**src/rtl/ram_arbiter.sv**
```systemverilog
// Two-port round-robin arbiter that turns single-word read/write requests into
// the word-RAM peripheral's register-access sequence (set_addr, dat write/read, init).
module ram_arbiter (
   input  logic        clk,
   input  logic        rst,
   input  logic        init_req,
   input  logic        req0,
   input  logic        we0,
   input  logic [7:0]  addr0,
   input  logic [15:0] wdata0,
   input  logic        req1,
   input  logic        we1,
   input  logic [7:0]  addr1,
   input  logic [15:0] wdata1,
   output logic        ack0,
   output logic        ack1,
   output logic [15:0] rdata0,
   output logic [15:0] rdata1,
   output logic        busy,
   output logic        ram_cs,
   output logic        ram_wr,
   output logic        ram_rd,
   output logic [3:0]  ram_addr,
   output logic [15:0] ram_dat_in,
   input  logic [15:0] ram_dat_out
);

   typedef enum logic [3:0] {
      ST_IDLE,
      ST_INIT,
      ST_SETA,
      ST_WDAT,
      ST_WHLD,
      ST_RD1,
      ST_RD2,
      ST_CAPT,
      ST_ACK
   } state_t;

   localparam logic [3:0] REG_DAT_WR = 4'h0;
   localparam logic [3:0] REG_DAT_RD = 4'h2;
   localparam logic [3:0] REG_SETA   = 4'h4;
   localparam logic [3:0] REG_INIT   = 4'h8;

   state_t      r_state;
   state_t      w_next;

   // Latched transaction: port number, direction, address and data.
   logic        r_port;
   logic        r_prio;
   logic        r_we;
   logic [7:0]  r_addr;
   logic [15:0] r_wdata;

   logic        w_take;
   logic        w_sel;
   logic        w_we_n;
   logic [7:0]  w_addr_n;
   logic [15:0] w_wdata_n;

   logic        w_cs;
   logic        w_wr;
   logic        w_rd;
   logic [3:0]  w_raddr;
   logic [15:0] w_dat;

   logic        r_ack0;
   logic        r_ack1;
   logic [15:0] r_rdata0;
   logic [15:0] r_rdata1;
   logic        r_busy;
   logic        r_ram_cs;
   logic        r_ram_wr;
   logic        r_ram_rd;
   logic [3:0]  r_ram_addr;
   logic [15:0] r_ram_dat_in;

   // NOTE: every variable gets a default before the case so no path leaves it unassigned (no latch).
   always_comb begin
      w_next = r_state;
      w_take = 1'b0;
      w_sel  = r_port;
      unique case (r_state)
         ST_IDLE: begin
            if (init_req) begin
               w_next = ST_INIT;
            end else if (req0 || req1) begin
               w_next = ST_SETA;
               w_take = 1'b1;
               w_sel  = (req0 && req1) ? r_prio : req1;
            end
         end
         ST_INIT: w_next = ST_IDLE;
         ST_SETA: w_next = r_we ? ST_WDAT : ST_RD1;
         ST_WDAT: w_next = ST_WHLD;
         ST_WHLD: w_next = ST_ACK;
         ST_RD1:  w_next = ST_RD2;
         ST_RD2:  w_next = ST_CAPT;
         ST_CAPT: w_next = ST_ACK;
         ST_ACK:  w_next = ST_IDLE;
         default: w_next = ST_IDLE;
      endcase
   end

   // Values the transaction registers will hold after this edge; the output
   // decode needs them so SETA can present the address in its first cycle.
   assign w_we_n    = w_take ? (w_sel ? we1    : we0)    : r_we;
   assign w_addr_n  = w_take ? (w_sel ? addr1  : addr0)  : r_addr;
   assign w_wdata_n = w_take ? (w_sel ? wdata1 : wdata0) : r_wdata;

   // Pin values are decoded from the next state so the registered pins line up
   // with the state they belong to rather than trailing it by a cycle.
   always_comb begin
      w_cs    = 1'b0;
      w_wr    = 1'b0;
      w_rd    = 1'b0;
      w_raddr = 4'h0;
      w_dat   = r_ram_dat_in;
      unique case (w_next)
         ST_INIT: begin
            w_cs    = 1'b1;
            w_wr    = 1'b1;
            w_raddr = REG_INIT;
         end
         ST_SETA: begin
            w_cs    = 1'b1;
            w_wr    = 1'b1;
            w_raddr = REG_SETA;
            w_dat   = {8'h00, w_addr_n};
         end
         ST_WDAT, ST_WHLD: begin
            w_cs    = 1'b1;
            w_wr    = 1'b1;
            w_raddr = REG_DAT_WR;
            w_dat   = w_wdata_n;
         end
         ST_RD1, ST_RD2: begin
            w_cs    = 1'b1;
            w_rd    = 1'b1;
            w_raddr = REG_DAT_RD;
         end
         default: ;
      endcase
   end

   // NOTE: state uses non-blocking assignments so every register samples pre-edge values.
   always_ff @(posedge clk or negedge rst) begin
      if (!rst) begin
         r_state      <= ST_IDLE;
         r_port       <= 1'b0;
         r_prio       <= 1'b0;
         r_we         <= 1'b0;
         r_addr       <= 8'h00;
         r_wdata      <= 16'h0000;
         r_ack0       <= 1'b0;
         r_ack1       <= 1'b0;
         r_rdata0     <= 16'h0000;
         r_rdata1     <= 16'h0000;
         r_busy       <= 1'b0;
         r_ram_cs     <= 1'b0;
         r_ram_wr     <= 1'b0;
         r_ram_rd     <= 1'b0;
         r_ram_addr   <= 4'h0;
         r_ram_dat_in <= 16'h0000;
      end else begin
         r_state      <= w_next;
         r_port       <= w_sel;
         r_we         <= w_we_n;
         r_addr       <= w_addr_n;
         r_wdata      <= w_wdata_n;
         r_busy       <= (w_next != ST_IDLE);
         r_ram_cs     <= w_cs;
         r_ram_wr     <= w_wr;
         r_ram_rd     <= w_rd;
         r_ram_addr   <= w_raddr;
         r_ram_dat_in <= w_dat;
         r_ack0       <= (w_next == ST_ACK) && !r_port;
         r_ack1       <= (w_next == ST_ACK) && r_port;
         if (r_state == ST_CAPT) begin
            if (r_port) r_rdata1 <= ram_dat_out;
            else        r_rdata0 <= ram_dat_out;
         end
         // Favour the other port only once a transaction really completes.
         if (r_state == ST_ACK) r_prio <= ~r_port;
      end
   end

   assign ack0       = r_ack0;
   assign ack1       = r_ack1;
   assign rdata0     = r_rdata0;
   assign rdata1     = r_rdata1;
   assign busy       = r_busy;
   assign ram_cs     = r_ram_cs;
   assign ram_wr     = r_ram_wr;
   assign ram_rd     = r_ram_rd;
   assign ram_addr   = r_ram_addr;
   assign ram_dat_in = r_ram_dat_in;

endmodule

```
**config.mk**
```make
export PLATFORM = sky130hd
export DESIGN_NAME = ram_arbiter
export DESIGN_NICKNAME = d
export VERILOG_FILES = /design/src/rtl/ram_arbiter.sv
export SDC_FILE = /design/constraint.sdc
export NUM_CORES = 1
export LEC_CHECK = 0
export CORE_UTILIZATION = 40
export DETAILED_ROUTE_END_ITERATION = 16
export GPL_TIMING_DRIVEN = 1
export PLACE_DENSITY = 0.79
export SLEW_MARGIN = 20
export SYNTH_ARGS = -nofsm -noshare
export SYNTH_HDL_FRONTEND = slang
export SYNTH_SLANG_ARGS = --single-unit
```
**constraint.sdc**
```tcl
create_clock -name clk -period 2 [get_ports clk]
set_input_delay 0.4 -clock clk [delete_from_list [all_inputs] [get_ports clk]]
set_output_delay 0.4 -clock clk [all_outputs]
set_load 0.005 [all_outputs]
```
==> flow_summary.toml, run 1 <==
[critical_path]
reg2reg_to = "r_wdata[11]"
cp-end-kind = "flop"
crit_fanout = 42
r2r_slack_ns = 0.13
r2r_start = "r_state[2]"
start_kind = "flop"
worstSetupPathType = "flop to flop"
required_ns = 2.21
ff2ff_path_depth = 5
critPathArrivalTime_ns = 2.09

[grt]
grt_pass1_vias = 2624
grt_pass1_wl_um = 12100
antenna_found_initial = 0
gr-total-overflow = 0
grt.total_usage_pct = 17.8
grt_start_max_net_pins = 46

[drt]
wl_met1_um = 3160
met3_length_um = 474
via_per_inst = 4.89
firstDrtPassIters = 5
routed.top_layer = "met4"
wl_met2_um = 3600
vias = 2514
ant_nets = 0
wl_per_cell_um = 14.4
drtIter0Drc = 51
route.detailed.drc = 0
totalWireLength_um = 7380

[sta]
maxSlewHeadroom_pct = 60.0
rsz0062_at_grt = "false"
whs_ns = 0.00125
post-route-period-util_pct = 93.7
worstMarginPinSlew_ns = 0.585
min_period_ns = 1.87
setup_violations = 0
max_freq_mhz = 534
finalMaxSlewViolations = 0
hold_violations = 0
skew_ns = 0.00966
finalSetupTns_ns = 0

[power]
p_switching_w = 0.00203
p_leak_nw = 2.42
power.total_w = 0.00672
peakVddDrop_mv = 0.429
p_seq_share_pct = 40.2
share_comb_of_total_power_pct = 41.9
power.density_mw_per_mm2 = 1330
clkPwrFrac_pct = 17.9
p_sw_share_pct = 30.2
internal-power_w = 0.00469

[cts]
cts_setup_buffers = 0
ctsHoldBuffers = 0
numCtsBuffers = 9
clk_pin_slew_ns = 0.08
cts_tree = "built"
post_cts_resized = 0
clock_latency_ns = 0.34
htree_levels = 3
clockRootBuffer = "clkbuf_8"
clock_sinks = 79
cts.path.max_buffers = 2

[cells_and_area]
drive_above_1_share_pct = 16.6
final_nets = 475
num_antenna_cells = 0
fillers = 686
final_util_pct = 61.3
area_growth_pct = 48.1
stdcell_count = 514

[logic_synthesis]
synthMuxAreaShare_pct = 25.2
synth_top_area_share_pct = 57.9
synth_top_family_by_area = "multiplexers"
synth.net_count = 344
synth_warnings = 0
ys_ff_latch = 79
synth_common_cells = "dfrtp_1, mux2i_1, mux2_2"
synth.most_common_cell = "dfrtp_1"
seq_area_frac_synth_pct = 57.9
synth-edff-count = 0
synth_area_leaders = "dfrtp_1, mux2i_1, mux2_2, o21ai_0, nand2_1"
synthAdderAreaFrac_pct = 0
yosys_most_used_dff = "dfrtp_1"
synthCells = 273
synth_compound_area_share_pct = 5.61
syn_area_mm2 = 0.00341
synth_top_cell_by_area = "dfrtp_1"
synth_cell_types = 30
async_reset_ff_share_pct = 100
synth-simple-area-share_pct = 6.78
synthXorXnorAreaFrac_pct = 0
avgSynthCellArea_um2 = 12.5

[placement]
dp.cells = 498
hpwl_um = 5450
gp_congestion = 0.891
io_buffers = 127

[status]
status = "finished clean"

[floorplan]
die_w_um = 94.4
dieArea_mm2 = 0.00891
ios = 129
initial_core_util_pct = 41.3
dieHeight_um = 94.4
core_area_mm2 = 0.00826
num_rows = 33

[flow_run]
maxCapViolations = 0

[min_path]
hold_class = "primary input to asynchronous set/reset pin"
metal layers:
layer	track usage, %	up-vias
li1	-	1212
met1	20.4	1196
met2	30.9	96
met3	4.35	10
met4	9.36	0
met5	0	-
flip-flops by register name (all words and copies together), names as in the netlist:
signal and count:
rdata0 16, ack1 1, r_state 4, ack0 1, ram_cs 1, rdata1 16, ram_dat_in 16, r_we 1
busy 1, r_prio 1, ram_addr 3, r_wdata 16, r_port 1, ram_wr 1
kinds of logic (layout without fill, tap and decap cells):
logic type / after synthesis / count (layout)
simple gates: 50 / 50
buf+inv: 27 / 163
mux: 82 / 82
compound gates: 34 / 34
other cells: 1 / 1
flops: 79 / 79
metrics by stage:
stage / instance area [um2] / worst slack (ns)
after detailed placement: 4850 / 0.0534
after global routing: 5060 / 0.0507
final: 5060 / 0.126
after global placement: 4850 / 0.0931
after CTS: 5050 / 0.0450
after floorplan: 3420 / 0.00769
final cells by class:
| class | instances | area, um2 | area share [%] |
|---|---|---|---|
| timing repair buffer | 140 | 1400 | 27.8 |
| clock inverter | 6 | 68.8 | 1.36 |
| inverter | 7 | 31.3 | 0.618 |
| sequential | 79 | 1980 | 39.1 |
| tap | 105 | 131 | 2.60 |
| multi-input combinational | 167 | 1310 | 25.9 |
| clock buffer | 10 | 138 | 2.72 |
power groups by stage:
stage                     registers, W  logic (W)  clock network, W
after detailed placement       0.00274    0.00284                 0
after floorplan                0.00272    0.00128                 0
after global routing           0.00279    0.00310           0.00132
after CTS                      0.00271    0.00284           0.00124
after global placement         0.00270    0.00274                 0
final                          0.00270    0.00282           0.00121
worst max path at each step:
stage / startpoint / to / cells past startpoint
6_report: r_state[2] / r_wdata[11] / 5
5_1_grt: r_state[2] / r_wdata[12] / 5
4_1_cts: r_state[2] / r_wdata[11] / 4
3_5_place_dp: init_req / busy / 5
3_3_place_gp: req1 / r_port / 6
2_1_floorplan: r_state[0] / ram_addr[1] / 8
critical path, stage by stage, from the launching register on:
cell     delay [ns]
dfrtp_1        0.39
or4_4          0.55
or3_4          0.44
buf_12         0.19
nand2_1        0.08
o21ai_0        0.08
placed cells by master (no fill, tap or decap):
cell type,n
clkdlybuf4s50_1,126
dfrtp_1,79
mux2i_1,50
mux2_2,32
nand2_1,21
o21ai_0,20
nor2_1,15
buf_4,11
clkbuf_8,10
inv_1,6
a21oi_1,5
nand2b_1,3
clkinv_4,3
buf_12,3
a211oi_1,2
and2_1,2
nand3b_1,1
or4_4,1
or3_4,1
a21o_1,1
a2111oi_0,1
or2_2,1
o2111ai_1,1
and3b_1,1
o21ai_4,1
o32ai_1,1
o21ai_1,1
and4_1,1
or3_1,1
o211ai_1,1
nor3_1,1
nor3_2,1
conb_1,1
bufinv_16,1
inv_6,1
clkinvlp_4,1
clkinv_2,1
(Power assumes the default switching activity.)
==> inputs of run 2 (changes only) <==
--- a/config.mk
+++ b/config.mk
@@ -6,6 +6,7 @@
 export NUM_CORES = 1
 export LEC_CHECK = 0
 export CORE_UTILIZATION = 40
+export CTS_BUF_LIST = sky130_fd_sc_hd__clkbuf_4 sky130_fd_sc_hd__clkbuf_8 sky130_fd_sc_hd__clkbuf_16
 export DETAILED_ROUTE_END_ITERATION = 16
 export GPL_TIMING_DRIVEN = 1
 export PLACE_DENSITY = 0.79
==> results of run 2 <==
Final layout, timing and power as in run 1 (identical DEF).
==> inputs of run 3 (changes only) <==
--- a/config.mk
+++ b/config.mk
@@ -5,11 +5,13 @@
 export SDC_FILE = /design/constraint.sdc
 export NUM_CORES = 1
 export LEC_CHECK = 0
+export CORE_MARGIN = 1.5
 export CORE_UTILIZATION = 40
 export CTS_BUF_LIST = sky130_fd_sc_hd__clkbuf_4 sky130_fd_sc_hd__clkbuf_8 sky130_fd_sc_hd__clkbuf_16
 export DETAILED_ROUTE_END_ITERATION = 16
 export GPL_TIMING_DRIVEN = 1
 export PLACE_DENSITY = 0.79
+export REMOVE_ABC_BUFFERS = 1
 export SLEW_MARGIN = 20
 export SYNTH_ARGS = -nofsm -noshare
 export SYNTH_HDL_FRONTEND = slang
==> constraint.sdc (replaced) <==
create_clock -name clk -period 1.7 [get_ports clk]
set_input_delay 0.34 -clock clk [delete_from_list [all_inputs] [get_ports clk]]
set_output_delay 0.34 -clock clk [all_outputs]
set_load 0.005 [all_outputs]
==> flow_summary.toml, run 3 (synthesis gave the netlist of run 1 again) <==
[sta]
setup_violations = 37
rsz0062_at_grt = "true"
min_period_ns = 1.84
worst_slack_ns = -0.136
finalMaxSlewViolations = 0
whs_ns = -0.00257
skew_ns = 0.00971
worstMarginPinSlew_ns = 0.639
post-route-period-util_pct = 108
max_freq_mhz = 545
hold_violations = 1
maxSlewHeadroom_pct = 56.3

[min_path]
hold_class = "primary input to asynchronous set/reset pin"

[cts]
clockRootBuffer = "clkbuf_8"
clock_sinks = 79
cts_tree = "built"
cts.path.max_buffers = 2
numCtsBuffers = 9
htree_levels = 3
clock_latency_ns = 0.33
clk_pin_slew_ns = 0.08
ctsHoldBuffers = 0

[grt]
grt.total_usage_pct = 17.5
grt_pass1_wl_um = 12000
grt_start_max_net_pins = 80
antenna_found_initial = 0
gr-total-overflow = 0
grt_pass1_vias = 2530

[critical_path]
reg2reg_to = "ram_addr[1]"
crit_chain = "or4_4 -> or3_4 -> clkinv_4 -> o2111ai_1 -> and3b_1"
crit_fanout = 5
critPathArrivalTime_ns = 2.06
slowest_stage = "or4_4"
start_kind = "flop"
r2r_slack_ns = -0.14
required_ns = 1.92
slowest_delay_ns = 0.55
cp-end-kind = "flop"
worstSetupPathType = "flop to flop"
r2r_start = "r_state[0]"
ff2ff_path_depth = 5

[power]
power.total_w = 0.00821
p_leak_nw = 2.49
power.density_mw_per_mm2 = 1570
peakVddDrop_mv = 0.570

[floorplan]
die_w_um = 95.4
dieHeight_um = 95.4
num_rows = 33
core_area_mm2 = 0.00826
initial_core_util_pct = 41.3
dieArea_mm2 = 0.00910
ios = 129

[cells_and_area]
multi_input_area_mm2 = 0.00134
num_antenna_cells = 0
stdcell_area_mm2 = 0.00522
area_growth_pct = 52.9
layout_commonest_cell = "clkdlybuf4s50_1"
final_nets = 484
regArea_mm2 = 0.00198
mostFrequentLayoutCells = "clkdlybuf4s50_1, dfrtp_1, mux2i_1, mux2_2, nand2_1"
fillers = 661
drive_above_1_share_pct = 20.3

[drt]
totalWireLength_um = 7610
firstDrtPassIters = 4
drtIter0Drc = 44
vias = 2508
route.detailed.drc = 0
wl_per_cell_um = 14.5
ant_nets = 0
via_per_inst = 4.80

[placement]
gp_congestion = 0.885
io_buffers = 127
hpwl_um = 5560
placed_area_mm2 = 0.00493

[flow_run]
maxCapViolations = 0

[status]
violations = "negative hold slack, negative setup slack"
status = "complete, but fails checks"
==> run 3: critical path, delay by kind of cell, from the launching register on <==
kind / cells / cell delay [ns]
flops: 1 / 0.39
simple gates: 3 / 1.13
compound gates: 1 / 0.13
buf+inv: 1 / 0.08
==> run 3: worst max-delay path by stage <==
| stage | from | slack, ns | endpoint | cells past startpoint |
|---|---|---|---|---|
| after floorplan | req0 | -1.86 | ram_dat_in[0] | 4 |
| after global placement | req1 | -0.14 | ram_addr[1] | 6 |
| after detailed placement | req1 | -0.20 | ram_addr[1] | 6 |
| after CTS | r_state[0] | -0.11 | ram_addr[1] | 5 |
| after global routing | r_state[0] | -0.19 | ram_addr[1] | 5 |
| final | r_state[0] | -0.14 | ram_addr[1] | 5 |
==> run 3: repair_timing <==
action,in CTS,in global routing
pin swaps,3,0
gates resized for setup,9,13
endpoints found under the hold margin,0,0
setup buffers,0,2
cloned,0,0
endpoints found under the setup margin,38,39
==> run 3: layout make-up <==
type	count	share of cell area [%]
clock buffer	9	2.37
clock inverter	7	1.87
inverter	7	0.599
multi-input combinational	167	25.7
sequential	79	37.9
tap	105	2.52
timing repair buffer	149	29.1
==> run 3: where the power goes <==
group / internal (W) / switching, W / total, W
Sequential: 0.00273 / 0.000443 / 0.00317
Clock: 0.000828 / 0.000665 / 0.00149
Combinational: 0.00221 / 0.00133 / 0.00354
==> run 3: routing by layer <==
metal / vias to the layer above / global-route usage [%] / routed length (um)
met1: 1174 / 21.5 / 3220
met4: 0 / 7.35 / 104
li1: 1215 / - / -
met5: - / 0 / 0
met3: 9 / 4.55 / 659
met2: 110 / 29.3 / 3620
==> run 3: through the flow <==
step | utilization (%) | worst slack (ns) | cells | hold slack, ns | TNS (ns)
floorplan | - | -1.86 | 253 | 0.0444 | -65.19
global placement | 59.7 | -0.135 | 505 | 0.392 | -2.60
detailed placement | 59.7 | -0.196 | 505 | 0.393 | -3.85
CTS | 62.6 | -0.115 | 521 | 0.0215 | -1.89
global route | 63.2 | -0.189 | 523 | 0.0302 | -4.73
finish | 63.2 | -0.136 | 523 | -0.00257 | -2.92
